$ cat src/rtl/range_counter_pkg.sv
// Shared encodings and helpers for range_counter and its prescaler.
package range_counter_pkg;

    localparam logic [1:0] MODE_WRAP    = 2'd0;
    localparam logic [1:0] MODE_SAT     = 2'd1;
    localparam logic [1:0] MODE_ONESHOT = 2'd2;

    typedef enum logic [1:0] {
        ST_IDLE = 2'd0,
        ST_RUN  = 2'd1,
        ST_HALT = 2'd2
    } state_t;

    // Bits needed to hold 0..n-1, never less than one.
    function automatic int clog2(input int n);
        int r;
        r = 1;
        while ((1 << r) < n) begin
            r = r + 1;
        end
        return r;
    endfunction

endpackage

$ cat src/rtl/range_counter_prescaler.sv
// Divide-by-PRESCALE enable strobe for range_counter.
// Only compiled when RANGE_COUNTER_PRESCALE_EN is defined.
`ifdef RANGE_COUNTER_PRESCALE_EN
module counter_prescaler
    import range_counter_pkg::*;
#(
    parameter int PRESCALE = 4
) (
    input  logic clk,
    input  logic rst_n,
    input  logic clear,
    input  logic advance,
    output logic strobe
);

    localparam int CNT_W = clog2(PRESCALE);
    localparam logic [CNT_W-1:0] CNT_LAST = CNT_W'(PRESCALE - 1);

    logic [CNT_W-1:0] cnt_reg;
    logic [CNT_W-1:0] cnt_next;

    assign strobe = advance && (cnt_reg == CNT_LAST);

    always_comb begin
        cnt_next = cnt_reg;
        if (clear) begin
            cnt_next = '0;
        end else if (strobe) begin
            cnt_next = '0;
        end else if (advance) begin
            cnt_next = cnt_reg + 1'b1;
        end
    end

    always_ff @(posedge clk or negedge rst_n) begin
        if (!rst_n) begin
            cnt_reg <= '0;
        end else begin
            cnt_reg <= cnt_next;
        end
    end

endmodule
`endif

$ cat src/rtl/range_counter.sv
// Run-time bounded up/down counter with wrap/saturate/one-shot boundary modes.
// Define RANGE_COUNTER_PRESCALE_EN to qualify counting with a divide-by-PRESCALE strobe.
module range_counter
    import range_counter_pkg::*;
#(
    parameter int          WIDTH      = 8,
    parameter int          STEP_W     = 4,
    parameter int unsigned INIT_VALUE = 0,
    parameter int          PRESCALE   = 4
) (
    input  logic              clk,
    input  logic              rst_n,
    input  logic              clr,
    input  logic              start,
    input  logic              stop,
    input  logic              ena,
    input  logic              dir,
    input  logic [STEP_W-1:0] step,
    input  logic [1:0]        mode,
    input  logic [WIDTH-1:0]  lower,
    input  logic [WIDTH-1:0]  upper,
    input  logic              load,
    input  logic [WIDTH-1:0]  load_value,
    output logic [WIDTH-1:0]  value,
    output logic              tc,
    output logic              busy,
    output logic              cfg_err
);

    localparam logic [WIDTH-1:0] INIT_V = WIDTH'(INIT_VALUE);
    // One spare bit above the wider operand exposes carry and borrow.
    localparam int EXT_W = ((WIDTH > STEP_W) ? WIDTH : STEP_W) + 1;

    if (PRESCALE < 1) begin : g_bad_prescale
        $error("range_counter: PRESCALE must be >= 1");
    end

    state_t           state_reg, state_next;
    logic [WIDTH-1:0] value_reg, value_next;
    logic             tc_reg, tc_next;

    logic             count_qual;
    logic             count_step;
    logic [EXT_W-1:0] value_ext, step_ext, lower_ext, upper_ext;
    logic [EXT_W-1:0] sum_ext, diff_ext;
    logic             dn_borrow;
    logic             up_hit, up_exact, dn_hit, dn_exact;
    logic             bnd_hit, bnd_exact;
    logic             mode_sat, mode_oneshot;
    logic [WIDTH-1:0] step_result, bnd_value, load_clamped;

    assign cfg_err = lower > upper;
    assign busy    = (state_reg == ST_RUN);
    assign value   = value_reg;
    assign tc      = tc_reg;

`ifdef RANGE_COUNTER_PRESCALE_EN
    logic run_entry;
    logic presc_strobe;

    // Computed from inputs only so the divider clear never depends on the count result.
    assign run_entry = !clr && start && !stop && (state_reg != ST_RUN);

    counter_prescaler #(
        .PRESCALE (PRESCALE)
    ) u_prescaler (
        .clk     (clk),
        .rst_n   (rst_n),
        .clear   (clr || load || run_entry),
        .advance ((state_reg == ST_RUN) && ena),
        .strobe  (presc_strobe)
    );

    assign count_qual = presc_strobe;
`else
    assign count_qual = ena;
`endif

    assign count_step = (state_reg == ST_RUN) && count_qual && (step != '0) && !cfg_err;

    assign value_ext = EXT_W'(value_reg);
    assign step_ext  = EXT_W'(step);
    assign lower_ext = EXT_W'(lower);
    assign upper_ext = EXT_W'(upper);
    assign sum_ext   = value_ext + step_ext;
    assign diff_ext  = value_ext - step_ext;
    assign dn_borrow = diff_ext[EXT_W-1];

    assign up_hit   = sum_ext >= upper_ext;
    assign up_exact = sum_ext == upper_ext;
    assign dn_hit   = dn_borrow || (diff_ext <= lower_ext);
    assign dn_exact = !dn_borrow && (diff_ext == lower_ext);

    assign bnd_hit   = (lower == upper) || (dir ? up_hit : dn_hit);
    assign bnd_exact = dir ? up_exact : dn_exact;

    assign mode_sat     = (mode == MODE_SAT) || (mode == 2'd3);
    assign mode_oneshot = (mode == MODE_ONESHOT);

    assign step_result = dir ? sum_ext[WIDTH-1:0] : diff_ext[WIDTH-1:0];

    // Exact hits and non-wrap overshoots land on the bound in the travel direction;
    // a wrap overshoot lands on the opposite bound with no remainder.
    always_comb begin
        bnd_value = dir ? upper : lower;
        if (lower == upper) begin
            bnd_value = upper;
        end else if (!bnd_exact && !(mode_sat || mode_oneshot)) begin
            bnd_value = dir ? lower : upper;
        end
    end

    assign load_clamped = (load_value > upper) ? upper :
                          (load_value < lower) ? lower : load_value;

    always_comb begin
        state_next = state_reg;
        value_next = value_reg;
        tc_next    = 1'b0;
        if (clr) begin
            state_next = ST_IDLE;
            value_next = INIT_V;
        end else begin
            case (state_reg)
                ST_IDLE, ST_HALT: if (start && !stop) state_next = ST_RUN;
                ST_RUN:           if (stop) state_next = ST_HALT;
                default:          state_next = ST_IDLE;
            endcase
            if (load) begin
                value_next = load_clamped;
            end else if (count_step) begin
                if (bnd_hit) begin
                    value_next = bnd_value;
                    tc_next    = 1'b1;
                    if (mode_oneshot) begin
                        state_next = ST_HALT;
                    end
                end else begin
                    value_next = step_result;
                end
            end
        end
    end

    always_ff @(posedge clk or negedge rst_n) begin
        if (!rst_n) begin
            state_reg <= ST_IDLE;
            value_reg <= INIT_V;
            tc_reg    <= 1'b0;
        end else begin
            state_reg <= state_next;
            value_reg <= value_next;
            tc_reg    <= tc_next;
        end
    end

endmodule

$ cat config.mk
export PLATFORM = sky130hd
export DESIGN_NAME = range_counter
export DESIGN_NICKNAME = d
export VERILOG_FILES = /design/src/rtl/range_counter_pkg.sv /design/src/rtl/range_counter_prescaler.sv /design/src/rtl/range_counter.sv
export SDC_FILE = /design/constraint.sdc
export NUM_CORES = 1
export LEC_CHECK = 0
export CORE_ASPECT_RATIO = 1.2
export CORE_MARGIN = 3
export CORE_UTILIZATION = 45
export DETAILED_ROUTE_END_ITERATION = 12
export MAX_ROUTING_LAYER = met4
export PLACE_DENSITY = 0.76
export RECOVER_POWER = 100
export SETUP_SLACK_MARGIN = 0.05
export SYNTH_ARGS = -nofsm -noshare
export SYNTH_HDL_FRONTEND = slang
export SYNTH_HIERARCHICAL = 1
export SYNTH_SLANG_ARGS = --single-unit
$ cat constraint.sdc
create_clock -name clk -period 3.3 [get_ports clk]
set_input_delay 0.495 -clock clk [delete_from_list [all_inputs] [get_ports clk]]
set_output_delay 0.495 -clock clk [all_outputs]
set_load 0.05 [all_outputs]
Yosys cells after proc, flatten, opt, wreduce, memory -nomap -nowiden

Index checks and enable logic that the tools add are counted.

Bits in read-only memories: 0
Input port bits: 38
Memories: 0
Latch bits: 0
Word-level logic and storage cells: 62
Memory bits (writable): 0
Register bits after elaboration: 11

Divide/modulo/power cells: 0
$mul: 0
Muxes and demuxes: 25
Reductions and logical operators: 19
$lt $le $gt $ge: 5
Add/sub/neg operators: 2
Shifts and indexed selects: 0
Eq/ne operators: 8
Bitwise logic cells: 0

Operator list:

| operator                                      | count |
|---|---|
| two-way mux 8 bit                             | 11 |
| == test 9 x 8 -> 1 bit                        | 2 |
| greater-than comparator 8 bit                 | 2 |
| two-way mux 2 bit                             | 7 |
| adder 8 x 4 -> 9 bit                          | 1 |
| >= comparator 9 x 8 -> 1 bit                  | 1 |
| less-or-equal comparator 9 x 8 -> 1 bit       | 1 |
| subtractor 8 x 4 -> 9 bit                     | 1 |
| == test 8 bit                                 | 1 |
| less-than comparator 8 bit                    | 1 |
| == test 2 bit, second input constant          | 3 |
| logical AND 1 bit                             | 6 |
| two-way mux 1 bit                             | 6 |
| logical NOT 1 bit                             | 5 |
| == test 2 x 1 -> 1 bit, second input constant | 2 |
| logical OR 1 bit                              | 4 |
| one-hot mux 2 bit (2 select lines)            | 1 |
| nonzero test 4 bit                            | 1 |
| nonzero test 3 bit                            | 1 |
| logical NOT 2 bit                             | 1 |
| OR reduction 2 bit                            | 1 |

Logic depth before layout (Yosys ltp)

Word-level depth: 12
Mapped depth: 17
Mapped depth without buffers: 15

Worst setup path after synthesis

OpenSTA, ideal clock, no wires.

Path type: reg-to-reg
Start point: register value_reg[1], in the netlist value[1]
End point: register value_reg[5], in the netlist value[5]
Data arrival time: 3637 ps
Setup slack: -463 ps
Data required time: 3174 ps
Library setup time: 126 ps
Clock period less this slack: 3763 ps
Cell stages (with the launch flop): 13
Cell sequence: dfrtp_1 -> inv_1 -> fa_1 -> nor3_4 -> o311ai_4 -> xnor2_1 -> ha_1 -> a21o_1 -> a211oi_1 -> o211ai_1 -> o32ai_1 -> o21ai_0 -> a221o_1

Word-level cells in the longest chain between the ends: 12
Elaborated cells on any way between the ends: 21

RTL lines:

| item                                                                              | RTL line             | source |
|---|---|---|
| start: declaration                                                                | range_counter.sv:39  | `logic [WIDTH-1:0] value_reg, value_next;` |
| start signal: assignment                                                          | range_counter.sv:152 | `value_reg <= value_next;` |
| parallel branches: the longest is 8 deep, another holds subtractor 8 x 4 -> 9 bit | --                   |  |
| two-way mux 8 bit (*)                                                             | range_counter.sv:132 | `if (bnd_hit) begin` |
| two-way mux 8 bit (*)                                                             | range_counter.sv:131 | `end else if (count_step) begin` |
| two-way mux 8 bit (*)                                                             | range_counter.sv:129 | `if (load) begin` |
| two-way mux 8 bit (*)                                                             | range_counter.sv:120 | `if (clr) begin` |

Mark *: on every way between the ends. The select of a mux whose other input is x is not followed.
A chain may end at the register's enable or synchronous reset.

Final worst setup path

Start point: register value_reg[0], in the netlist value[0]
End point: register value_reg[7], in the netlist value[7]

Same word-level chain as after synthesis.

==> impl_metrics.json <==
{
  "netlist.area_leader.share_pct": 22.79,
  "synth_commonest_cells": "ha_1 (47), inv_1 (30), nand2_1 (18), a21oi_1 (17), nor2_1 (16)",
  "setup_tns_ns": -1.635,
  "vias_per_cell": 6.202,
  "dp_slack_ns": -0.7630,
  "coreArea_mm2": 0.005406,
  "route.vias.total": 3039,
  "seq_area_frac_synth_pct": 10.67,
  "powerDensity_mw_per_mm2": 378.3,
  "synthCells": 307,
  "cp-end-kind": "flip-flop",
  "core.rowCount": 29,
  "irDropWorstVdd_mv": 0.1783,
  "drive_gt1_share_pct": 36.21,
  "routed_wirelength_mm": 9.661,
  "syn_area_mm2": 0.002580,
  "ys_types": 69,
  "ioPinCount": 49,
  "leakagePower_nw": 1.873,
  "async_reset_ff_share_pct": 100.0,
  "rsz0062_at_grt": "yes",
  "fp.dieArea_mm2": 0.006682,
  "grt_overflow": 0,
  "max-cap-violations": 0,
  "clk_transition_reported_paths_ns": 0.05,
  "yosysWarnings": 6,
  "drv_slew": 0,
  "grtUsageTotal_pct": 29.08,
  "fin_ws_ns": -0.2553,
  "crit_required_ns": 3.49,
  "finalSetupViolations": 10,
  "antenna_found_initial": 0,
  "syn_area_per_cell_um2": 8.404,
  "worst-r2r-setup-slack_ns": -0.26,
  "topRoutingLayerUsed": "met4",
  "grt_pass1_vias": 3047,
  "clock-sinks": 11,
  "largest_register_ffs": 8,
  "synth_nets": 394,
  "relSlewSlack_pct": 59.89,
  "synth_edf_count": 0,
  "crit_fanout": 3,
  "clock_skew_ns": 0.005458,
  "drt_iter0_drc": 172,
  "antennaDiodeCount": 0,
  "cts_tree": "built",
  "crit_arrival_ns": 3.75,
  "post-dp-hpwl_mm": 7.326,
  "wl_met2_mm": 4.890,
  "gp_congestion": 0.9293,
  "start_util_pct": 47.72,
  "failed_checks": "setup timing",
  "final_nets": 516,
  "die_h_um": 88.95,
  "syn_to_final_growth_pct": 56.69,
  "period_minus_slack_ns": 3.555,
  "synth-main-ff-cell": "dfrtp_1",
  "synth_area_leaders": "ha_1 (23%), dfrtp_1 (11%), mux2i_1 (5.0%)",
  "route.met3.wl_um": 380,
  "postRouteAntennaNets": 0,
  "yosys.area.top_type": "ha_1",
  "fmax_ghz": 0.2813,
  "critPathKind": "flip-flop to flip-flop",
  "start_kind": "flip-flop",
  "status": "complete, but fails checks",
  "grt_pass1_wl_mm": 14.43,
  "hold_viol_final": 0,
  "worst_pin_slew_ns": 0.5997,
  "wl_met1_mm": 3.859,
  "cts_root_buf": "clkbuf_8",
  "cts.htree.levels": 1,
  "grt_max_degree": 12,
  "clockBufferDepth": 2,
  "dr.pass1.iters": 5,
  "cts_buffers": 3,
  "clk_latency_ns": 0.25,
  "yosysMostFrequentCell": "ha_1",
  "die_width_um": 75.12,
  "portBuffers": 48,
  "post_drt_wl_per_cell_um": 19.72,
  "ys_seq_elements": 11,
  "finalCritPeriodShare_pct": 107.7,
  "drc_errors": 0,
  "hold_path_class": "flip-flop to flip-flop"
}
[per-stage QoR]
stage               util, %  cell area, µm²  hold slack [ns]  power (mW)  std cells
finish                74.77            4043           0.6070       1.529        490
global route          74.77            4043           0.6493       1.611        490
CTS                   71.90            3887           0.5981       1.391        483
detailed placement    67.11            3628           0.5853       1.119        471
global placement      67.11            3628           0.5642       1.095        471
floorplan                 -            2686           0.1994      0.7713        307
[worst max-delay path, stage by stage, from the launching register on]
cell and delay, ns:
dfrtp_2 0.40, buf_6 0.11, ha_4 0.11, inv_2 0.03, fa_2 0.38, nor3_4 0.20
o311ai_4 0.12, xnor2_1 0.16, ha_1 0.33, a21o_1 0.18, a211oi_2 0.26, o211a_1 0.27
a221oi_4 0.10, o211a_1 0.17, or4b_1 0.49, a21bo_1 0.18
[repair_timing]
action,in CTS,in global routing
resized for setup,46,25
pin swaps,35,28
buffers inserted,9,9
endpoints found under the setup margin,11,11
hold buffers,0,0
[cell type report]
cell class	instances	area, µm²
Multi-Input combinational cell	257	2435
Fill cell	382	1364
Timing Repair Buffer	126	1090
Sequential cell	11	280.3
Inverter	30	115.1
Tap cell	62	77.57
Clock buffer	4	45.04
[metal layers]
layer  vias up  global-route usage [%]
li1       1417                       -
met1      1436                   33.90
met2       135                   48.97
met3        51                   1.462
met4         0                   16.83
met5         -                       -
[report_power, final]
group          internal, mW  switching, mW
Clock                0.0855         0.0593
Combinational         0.585          0.620
Sequential            0.152         0.0274
Total                 0.822          0.707
[cells in the final DEF (no fill, tap or decap), types with 7 or more instances in the layout]
cell type	count
dfrtp_1	7
o21ai_0	9
nand4_1	7
ha_4	7
a21oi_1	12
inv_1	24
mux2i_1	13
nor2_1	15
nand2_1	18
buf_4	70
ha_1	40
dlygate4sd3_1	11
buf_6	8
clkdlybuf4s50_1	32
xnor2_1	7
o211ai_1	7
[path summary, 6_finish.rpt]
| kind | from | to | cells after the start |
|---|---|---|---|
| setup / recovery | value[0]$_DFFE_PN0P_ | value[7]$_DFFE_PN0P_ | 15 |
| hold / removal | state_reg[1]$_DFF_PN0_ | state_reg[1]$_DFF_PN0_ | 2 |
| setup reg to reg | value[0]$_DFFE_PN0P_ | value[7]$_DFFE_PN0P_ | 15 |
| hold reg to reg | state_reg[1]$_DFF_PN0_ | state_reg[1]$_DFF_PN0_ | 2 |
| max in group asynchronous | rst_n | value[1]$_DFFE_PN0P_ | 1 |
| min in group asynchronous | rst_n | value[3]$_DFFE_PN0P_ | 1 |
[cell families after synthesis]
logic type	after synthesis	share of synthesized area [%]
mux	15	5.916
flops	11	10.67
fa+ha+maj	49	24.35
compound gates	99	29.49
simple gates	82	17.41
buf+inv	39	8.099
xor+xnor	12	4.074
No activity file was read; power rests on OpenSTA's default activity.
